## src/rtl/conv_pkg.sv

```systemverilog
// Shared definitions for the K=3 rate-1/2 convolutional encoder and its Viterbi decoder counterpart.
package conv_pkg;

    localparam int K = 3;
    localparam logic [K-1:0] G0 = 3'b111;
    localparam logic [K-1:0] G1 = 3'b101;

    typedef enum logic [1:0] {
        IDLE = 2'd0,
        DATA = 2'd1,
        TAIL = 2'd2
    } enc_state_t;

    typedef logic [1:0] code_pair_t;

endpackage

```

## src/rtl/conv_parity.sv

```systemverilog
// Combinational generator taps: produces the coded pair {c1,c0} from the encoder window.
module conv_parity import conv_pkg::*; #(
    parameter int K = conv_pkg::K,
    parameter logic [K-1:0] G0 = conv_pkg::G0,
    parameter logic [K-1:0] G1 = conv_pkg::G1
) (
    input  logic [K-1:0] w,
    output code_pair_t   pair
);

    assign pair = {^(w & G1), ^(w & G0)};

endmodule

```

## src/rtl/conv_encoder_k3.sv

```systemverilog
// Rate-1/2 K=3 feed-forward convolutional encoder with a one-register output stage.
// Define CONV_ENC_TAIL_EN to append K-1 zero tail pairs so each frame terminates the trellis in state 0.
module conv_encoder_k3 import conv_pkg::*; #(
    parameter int K = conv_pkg::K,
    parameter logic [K-1:0] G0 = conv_pkg::G0,
    parameter logic [K-1:0] G1 = conv_pkg::G1,
    parameter int CNT_W = 16
) (
    input  logic             clk,
    input  logic             rst,
    input  logic             in_bit,
    input  logic             in_valid,
    input  logic             in_last,
    output logic             in_ready,
    output code_pair_t       out_pair,
    output logic             out_valid,
    output logic             out_last,
    input  logic             out_ready,
    output logic [CNT_W-1:0] frames_done
);

    enc_state_t   state;
    logic [K-2:0] sr;
    logic [K-2:0] hist;
    logic [K-1:0] w;
    code_pair_t   pair;
    logic         slot_free;
    logic         accept;
    logic         tail_step;
    logic         encode;
    logic         u;
    logic         last_now;

`ifdef CONV_ENC_TAIL_EN
    localparam int TC_W = (K > 2) ? $clog2(K - 1) : 1;
    logic [TC_W-1:0] tail_cnt;
`endif

    always_comb begin
        slot_free = !out_valid || out_ready;
        in_ready  = !rst && slot_free && (state != TAIL);
        accept    = in_valid && in_ready;
`ifdef CONV_ENC_TAIL_EN
        tail_step = (state == TAIL) && slot_free;
        last_now  = tail_step && (tail_cnt == TC_W'(K - 2));
`else
        tail_step = 1'b0;
        last_now  = accept && in_last;
`endif
        encode    = accept || tail_step;
        u         = accept ? in_bit : 1'b0;
        // IDLE starts every frame from the all-zero trellis state regardless of leftover history
        hist      = (state == IDLE) ? '0 : sr;
        w         = {u, hist};
    end

    conv_parity #(
        .K  (K),
        .G0 (G0),
        .G1 (G1)
    ) u_parity (
        .w    (w),
        .pair (pair)
    );

    always_ff @(posedge clk) begin
        if (rst) begin
            state       <= IDLE;
            sr          <= '0;
            out_valid   <= 1'b0;
            out_pair    <= '0;
            out_last    <= 1'b0;
            frames_done <= '0;
`ifdef CONV_ENC_TAIL_EN
            tail_cnt    <= '0;
`endif
        end else begin
            if (out_valid && out_ready && out_last) begin
                frames_done <= frames_done + 1'b1;
            end

            // Output register only reloads when the slot is free, so a stalled pair holds steady
            if (encode) begin
                out_pair  <= pair;
                out_last  <= last_now;
                out_valid <= 1'b1;
                sr        <= {u, hist[K-2:1]};
            end else if (out_ready) begin
                out_valid <= 1'b0;
            end

            case (state)
                IDLE, DATA: begin
                    if (accept) begin
                        if (in_last) begin
`ifdef CONV_ENC_TAIL_EN
                            state <= TAIL;
`else
                            state <= IDLE;
`endif
                        end else begin
                            state <= DATA;
                        end
                    end
                end
`ifdef CONV_ENC_TAIL_EN
                TAIL: begin
                    if (tail_step) begin
                        if (last_now) begin
                            state    <= IDLE;
                            tail_cnt <= '0;
                        end else begin
                            tail_cnt <= tail_cnt + 1'b1;
                        end
                    end
                end
`endif
                default: state <= IDLE;
            endcase
        end
    end

endmodule

```

## config.mk

```make
export PLATFORM = sky130hd
export DESIGN_NAME = conv_encoder_k3
export DESIGN_NICKNAME = d
export VERILOG_FILES = /design/src/rtl/conv_pkg.sv /design/src/rtl/conv_parity.sv /design/src/rtl/conv_encoder_k3.sv
export SDC_FILE = /design/constraint.sdc
export NUM_CORES = 1
export LEC_CHECK = 0
export ABC_AREA = 1
export CORE_MARGIN = 5
export CORE_UTILIZATION = 50
export CTS_BUF_LIST = sky130_fd_sc_hd__clkbuf_2 sky130_fd_sc_hd__clkbuf_4 sky130_fd_sc_hd__clkbuf_8
export DETAILED_ROUTE_END_ITERATION = 10
export GPL_TIMING_DRIVEN = 1
export PLACE_DENSITY = 0.82
export SYNTH_ARGS = -nofsm -noshare
export SYNTH_HDL_FRONTEND = slang
export SYNTH_SLANG_ARGS = --single-unit
```

## constraint.sdc

```tcl
create_clock -name clk -period 2.29 [get_ports clk]
set_clock_uncertainty 0.05 [all_clocks]
set_input_delay 0.458 -clock clk [delete_from_list [all_inputs] [get_ports clk]]
set_output_delay 0.458 -clock clk [all_outputs]
set_load 0.01 [all_outputs]
```

Word level (Yosys, flattened, before mapping)
Index checks and enable logic that the tools add are counted.

cells by class
  equal/unequal tests = 2
  shifts and indexed selects = 0
  bitwise logic cells = 1
  divide/modulo/power cells = 0
  $lt $le $gt $ge = 0
  multiplexer cells = 5
  reduce and logical (&&, ||, !) cells = 15
  $mul = 0
  $add $sub $neg = 1

operators with widths
  cell                                                  number
  adder 16 x 1 -> 16 bit (second input constant)        1
  logical AND 1 bit                                     6
  XOR reduction 3 bit                                   2
  two-way mux 1 bit                                     4
  OR reduction 2 bit                                    2
  equality test 2 x 1 -> 1 bit (second input constant)  1
  logical NOT 1 bit                                     2
  logical NOT 2 bit                                     1
  two-way mux 2 bit                                     1
  != test 2 bit (second input constant)                 1
  nonzero test 2 bit                                    1
  logical OR 1 bit                                      1
  inverter 1 bit                                        1

word-level totals
  output and inout bits = 21
  input bits = 6
  memory bits (writable) = 0
  logic and storage cells = 30
  bits in registers = 24
  memories = 0
  bits in latches = 0
  memory bits (read-only) = 0

Longest topological paths before layout
Gate-level depths: netlist (run 1).

  depth in word-level cells = 7
  mapped depth = 8
  depth with buffers taken out = 8

Cells and area by module
Synthesis (run 1) repeated with hierarchy kept, for this count alone.

unflattened totals
  cells, all modules = 180
  area, all modules = 1152.4 sq um

modules (own cells, without submodules)
  module           cells an instance  seq. area each (sq um)  instances  area an instance (sq um)
  conv_encoder_k3  169                460.4                   1          1108.6
  conv_parity      11                 0.0                     1          43.8

Worst setup path after synthesis (run 1)
No wires, ideal clock.

  kind = in2reg
  start = in rst
  end = reg out_pair[0]
  arrival time = 1.212 ns
  buffers on the path = 1
  data required time = 2.125 ns
  slack = 0.912 ns
  setup time = 0.115 ns
  cell stages on the path = 7
  cells stage by stage = buf_2 > nor2_2 > nand2_2 > inv_2 > nand2_1 > o21ai_0 > inv_1

on the way
  word-level cells in the longest chain between the ends = 6

RTL lines
  what                                line                   source
  start: declaration                  conv_encoder_k3.sv:10  input logic rst,
  logical NOT 1 bit (*)               conv_encoder_k3.sv:41  in_ready = !rst && slot_free && (state != TAIL);
  logical AND 1 bit (*) (2 in a row)  conv_encoder_k3.sv:41
  named net in_ready                  conv_encoder_k3.sv:14  output logic in_ready,
  logical AND 1 bit (*)               conv_encoder_k3.sv:42  accept = in_valid && in_ready;
  two-way mux 1 bit                   conv_encoder_k3.sv:51  u = accept ? in_bit : 1'b0;
  XOR reduction 3 bit                 conv_parity.sv:11      assign pair = {^(w & G1), ^(w & G0)};
  end signal: assignment              conv_encoder_k3.sv:84  out_pair <= pair;
  end: declaration                    conv_encoder_k3.sv:15  output code_pair_t out_pair,

Mark *: on every way through the listed nets, which the timed path passes. The rest lies on a longest branch.
A chain may end at the register's enable or synchronous reset.

Worst setup path in the final report (run 1)
  start = in out_ready
  end = out in_ready

on the way
  word-level cells in the longest chain between the ends = 3

RTL lines
  what                            line                   source
  start: declaration              conv_encoder_k3.sv:18  input logic out_ready,
  logical OR 1 bit                conv_encoder_k3.sv:40  slot_free = !out_valid || out_ready;
  logical AND 1 bit (2 in a row)  conv_encoder_k3.sv:41
  end: declaration                conv_encoder_k3.sv:14

Every way passes these cells.

==> results.yml, run 1 <==
synth:
  yosys.area.top_type_share_pct: 42.3
  syn-num-nets: 170
  post-synth-top-count-cell: "nand2_1"
  synth_area_leaders: "dfxtp_1 42%, nand2_1 14%, nor2_1 8.6%"
  synth-edff-count: 0
  yosysTopAreaCell: "dfxtp_1"
  synthCells: 163
  avgSynthCellArea_um2: 6.69
  synth_flop_cell: "dfxtp_1"
  synthTopCellsByCount: "41 x nand2_1, 25 x nor2_1, 23 x dfxtp_1"
  synth_warnings: 0
  yosysSeqAreaShare_pct: 42.3
  async_flop_share_pct: 0
  synth_cell_types: 20
  syn_area_mm2: 0.00109
  ys_seq_elements: 23
routing:
  vias_per_cell: 4.87
  vias: 1077
  wirelength_um: 2430
  ant_nets: 0
  dr.pass1.iters: 4
  drc: 0
  wl_per_cell_um: 11.0
  first_iter_violations: 16
cells_and_area:
  num-nets-final: 201
  multiInputGateArea_um2: 537
  layout-drive-gt1-share_pct: 7.25
  antenna_cells: 0
  area_delta_synth_final_pct: 30.3
  regArea_um2: 460
  instances_no_fill: 221
  post-route-util_pct: 66.1
  fill_cells: 194
floorplan:
  chipWidth_um: 56.7
  fp.dieArea_mm2: 0.00321
  io_pins: 27
  row_count: 17
  die_h_um: 56.7
  core_area_mm2: 0.00215
  start_util_pct: 50.7
global_route:
  antenna_found_initial: 0
  grt_max_degree: 17
  track_usage_pct: 15.9
  grt_pass1_wl_um: 4140
  grt_overflow: 0
  grt_pass1_vias: 1014
sta:
  worst_slew_pin_slew_ns: 0.445
  setup_viol: 0
  rsz0062_at_grt: "no"
  fin_crit_ns: 2.18
  tns_ns: 0
  fin_crit_sh_pct: 95.3
  max_slew_margin_pct: 70.3
  maxClockFrequency_ghz: 0.458
  slew_violations: 0
  finalHoldViolCount: 0
clocking:
  hold_buffers: 0
  h-tree-depth: 1
  cts.path.max_buffers: 2
  cts_resized: 0
  clk_pin_slew_ns: 0.12
  clock-sinks: 23
  cts_tree: "built"
  cts_buffers: 3
  post-cts-setup-buffer-count: 0
  clkLatencyLatePin_ns: 0.32
  clockRootBuffer: "clkbuf_4"
setup_path:
  critical_path_class: "primary input to primary output"
  critical_path_peak_fanout: 2
  arrival_ns: 1.67
  crit_family: "buffers and inverters"
  cp_num_buf_inv: 2
  startpoint_type: "primary input"
  slowest_delay_ns: 0.55
  timing.critical_path.mode_cell: "clkdlybuf4s50_1"
  rrSetupSlack_ns: 0.90
  worst_ep_required_time_ns: 1.78
  crit_slowest_cell: "clkdlybuf4s50_1"
  cp-end-kind: "primary output"
  crit_chain: "clkdlybuf4s50_1 > nor2_1 > nor2_2 > clkdlybuf4s50_1"
pwr:
  ir_worst_vdd_v: 0.000379
  p_total_uw: 678
  cellLeakagePower_nw: 0.572
  power_density_mw_per_mm2: 477
job:
  max_cap_violations: 0
status:
  status: "finished clean"
place:
  dp_hpwl_um: 1930
  dp.cells: 217
  place_congestion: 0.793
  port_buffers: 26
min_path:
  hp-class: "register to register"
cell usage in the layout, fill, tap and decap left out, types with 4 or more instances in the layout:
| cell type | synthesis | routed |
|---|---|---|
| clkdlybuf4s50_1 | 0 | 26 |
| nand4_1 | 4 | 4 |
| inv_1 | 21 | 21 |
| a21oi_1 | 13 | 13 |
| nand2_1 | 41 | 41 |
| nor2_1 | 25 | 25 |
| nand3_1 | 8 | 8 |
| dfxtp_1 | 23 | 23 |
| o21ai_0 | 10 | 10 |
| nor2_2 | 4 | 4 |
| clkbuf_4 | 0 | 4 |
worst reg2reg max path, stage by stage (launching register included):
cell,delay [ns]
dfxtp_1,0.42
ha_1,0.21
nand3_1,0.13
nor2_4,0.17
nand2_1,0.09
o21ai_0,0.16
nor2_1,0.06
per-layer routing:
| layer | global-route usage (%) | vias to the layer above | part of all wire, % |
|---|---|---|---|
| met3 | 2.07 | 7 | 4.7 |
| met1 | 17.5 | 470 | 42 |
| met5 | 0 | - | 0 |
| li1 | - | 574 | - |
| met2 | 28.7 | 26 | 51 |
| met4 | 8.81 | 0 | 2.8 |
logic make-up (layout without fill, tap and decap cells):
group,count (synthesis),after routing,share of synthesized area [%]
AOI/OAI and AO/OA,23,23,10.6
xor gates and xnor gates,1,1,0.804
adders and majority gates,1,1,1.15
buffers and inverters,24,54,8.50
DFF,23,23,42.3
and+or+nand+nor,91,91,36.7
sequential cells by signal, summed over array words and instances, names as in the netlist:
register	flops
out_valid	1
sr	2
out_pair	2
state	1
frames_done	16
out_last	1
layout make-up:
class	instances	area share (%)
inverter	22	5.81
clock buffer	4	2.11
timing repair buffer	28	19.4
tap	28	2.47
multi-input combinational	116	37.8
sequential	23	32.4
report_power, final:
part	switching, mW	internal, mW
registers	0.00634	0.409
clock network	0.125	0.0801
logic	0.0292	0.0289
total	0.160	0.518
metrics by stage:
step                cell area, µm²  setup slack, ns  hold WS, ns
finish                        1420            0.107        0.455
floorplan                     1090            0.912        0.408
global placement              1390            0.128        0.424
global route                  1420           0.0718        0.481
detailed placement            1390            0.110        0.429
CTS                           1420            0.108        0.460
path summary, 6_finish.rpt:
check                                            startpoint                          end  depth (start not counted)
worst max register to register  frames_done[1]$_SDFFE_PP0P_  frames_done[6]$_SDFFE_PP0P_                          6
worst max-delay path                              out_ready                     in_ready                          4
worst min-delay path            frames_done[3]$_SDFFE_PP0P_  frames_done[3]$_SDFFE_PP0P_                          1
worst min register to register  frames_done[3]$_SDFFE_PP0P_  frames_done[3]$_SDFFE_PP0P_                          1
No activity file was read; power rests on OpenSTA's default activity.
==> inputs of run 2 (changes only) <==
--- a/config.mk
+++ b/config.mk
@@ -9,6 +9,7 @@
 export CORE_MARGIN = 5
 export CORE_UTILIZATION = 50
 export CTS_BUF_LIST = sky130_fd_sc_hd__clkbuf_2 sky130_fd_sc_hd__clkbuf_4 sky130_fd_sc_hd__clkbuf_8
+export CTS_CLUSTER_DIAMETER = 80
 export DETAILED_ROUTE_END_ITERATION = 10
 export GPL_TIMING_DRIVEN = 1
 export PLACE_DENSITY = 0.82
==> results of run 2 <==
Final layout, timing and power as in run 1 (identical DEF).
==> inputs of run 3 (changes only) <==
--- a/config.mk
+++ b/config.mk
@@ -6,7 +6,6 @@
 export NUM_CORES = 1
 export LEC_CHECK = 0
 export ABC_AREA = 1
-export CORE_MARGIN = 5
 export CORE_UTILIZATION = 50
 export CTS_BUF_LIST = sky130_fd_sc_hd__clkbuf_2 sky130_fd_sc_hd__clkbuf_4 sky130_fd_sc_hd__clkbuf_8
 export CTS_CLUSTER_DIAMETER = 80
==> run 3 against run 2 <==
Effect of this change:
- final area fell by 0.44%
- maximum frequency rose by 16%
- utilization rose by 4.5 points
- combinational power fell by 3.4%
- wire length fell by 2.7%
- hold slack got worse by 0.0077 ns
- total power fell by 0.31%
- largest power group unchanged
- highest routed layer unchanged
==> results.yml, run 3 (synthesis gave the netlist of run 1 again) <==
routing:
  vias_per_cell: 5.11
  first_iter_violations: 26
  drc: 0
  ant_nets: 0
  vias: 1119
  dr.pass1.iters: 4
  wl_per_cell_um: 10.8
  wirelength_um: 2370
floorplan:
  io_pins: 27
  fp.dieArea_mm2: 0.00237
  die_h_um: 48.7
  core_area_mm2: 0.00200
  chipWidth_um: 48.7
  start_util_pct: 54.4
  row_count: 16
min_path:
  hp-class: "register to register"
clocking:
  clock-sinks: 23
  clockRootBuffer: "clkbuf_4"
  clk_pin_slew_ns: 0.13
  cts.path.max_buffers: 2
  cts_tree: "built"
  cts_buffers: 3
  h-tree-depth: 1
  clkLatencyLatePin_ns: 0.31
  hold_buffers: 0
  post-cts-setup-buffer-count: 0
pwr:
  power_density_mw_per_mm2: 478
  cellLeakagePower_nw: 0.578
  p_clk_share_pct: 30.3
  p_int_uw: 516
  pwr-share-seq_pct: 61.4
  p_sw_uw: 159
  ir_worst_vdd_v: 0.000459
  combinationalPowerShare_pct: 8.3
  p_sw_share_pct: 23.6
cells_and_area:
  multiInputGateArea_um2: 537
  fill_cells: 182
  mostFrequentLayoutCells: "41 x nand2_1, 25 x nor2_1, 25 x clkdlybuf4s50_1"
  reg_top3: "frames_done x16, out_pair x2, sr x2"
  largest_reg_flops: 16
  num-nets-final: 200
  area_delta_synth_final_pct: 29.7
  regArea_um2: 460
  layout-drive-gt1-share_pct: 6.77
  largest-register: "frames_done"
  final_common_cell: "nand2_1"
  instances_no_fill: 219
  antenna_cells: 0
sta:
  slew_violations: 0
  tns_ns: 0
  worst_slew_pin_slew_ns: 0.427
  maxClockFrequency_ghz: 0.533
  setup_viol: 0
  max_slew_margin_pct: 71.5
  finalHoldViolCount: 0
  rsz0062_at_grt: "no"
  fin_crit_ns: 1.88
  fin_crit_sh_pct: 82.0
place:
  place_congestion: 0.831
  dp_hpwl_um: 1820
  dp.cells: 215
  port_buffers: 26
setup_path:
  cp-end-kind: "primary output"
  critical_path_class: "primary input to primary output"
  critical_path_peak_fanout: 3
  startpoint_type: "primary input"
  arrival_ns: 1.37
  crit_slowest_cell: "clkdlybuf4s50_1"
  crit_chain: "clkdlybuf4s50_1 > nor2_1 > nor2_2 > dlymetal6s2s_1"
  worst_ep_required_time_ns: 1.78
  slowest_delay_ns: 0.46
status:
  status: "finished clean"
global_route:
  grt_overflow: 0
  grt_max_degree: 17
  antenna_found_initial: 0
  track_usage_pct: 22.0
  grt_pass1_wl_um: 4110
  grt_pass1_vias: 989
job:
  max_cap_violations: 0
[run 3: changes by cell type in the layout (fill, tap and decap cells not counted), sizes merged]
cell / previous run / this run
buf: 2 / 1
clkdlybuf4s50: 26 / 25
dlymetal6s2s: 0 / 1
[run 3: critical path: cells and delay by family]
family	cells	cell delay, ns
buffers and inverters	2	0.63
AND/OR/NAND/NOR	2	0.28
[run 3: routing by layer]
| metal | up-vias | GRT usage [%] | wire (µm) |
|---|---|---|---|
| li1 | 576 | - | - |
| met4 | 0 | 8.82 | 36 |
| met1 | 501 | 26.4 | 1040 |
| met2 | 37 | 39.4 | 1180 |
| met3 | 5 | 2.83 | 107 |
| met5 | - | 0 | 0 |
[run 3: power by group through the flow]
stage	Combinational (mW)	Clock (mW)	Sequential (mW)
6_report	0.0561	0.205	0.415
5_1_grt	0.0631	0.218	0.416
4_1_cts	0.0571	0.207	0.415
3_5_place_dp	0.0567	0	0.423
3_3_place_gp	0.0551	0	0.423
2_1_floorplan	0.0251	0	0.425
[run 3: stage by stage]
step	hold slack [ns]	cell area, µm²	util (%)	total power, mW	setup WS (ns)
after floorplan	0.408	1090	-	0.450	0.912
after global placement	0.418	1380	69.0	0.478	0.0829
after detailed placement	0.431	1380	69.0	0.480	0.0367
after CTS	0.449	1410	70.5	0.678	0.0365
after global routing	0.492	1410	70.6	0.697	0.357
final	0.447	1410	70.6	0.676	0.413
[run 3: path summary, 6_finish.rpt]
kind,slack [ns],end,cells past startpoint,from
worst max-delay path,0.41,in_ready,4,out_ready
worst min-delay path,0.45,state[0]$_SDFFE_PP0P_,2,state[0]$_SDFFE_PP0P_
worst max register to register,0.88,frames_done[8]$_SDFFE_PP0P_,6,frames_done[1]$_SDFFE_PP0P_
worst min register to register,0.45,state[0]$_SDFFE_PP0P_,2,state[0]$_SDFFE_PP0P_
[run 3: cell type report]
cell class              count  share of cell area (%)
inverters                  22                    5.84
flip-flops and latches     23                    32.6
multi-input cells         116                    38.0
repair buffers             27                    19.1
well taps                  27                    2.39
clock buffers               4                    2.12
[run 3: timing repair]
action,in CTS,in global routing
gates resized for setup,0,1
hold endpoints to repair,0,0
setup endpoints to repair,0,1
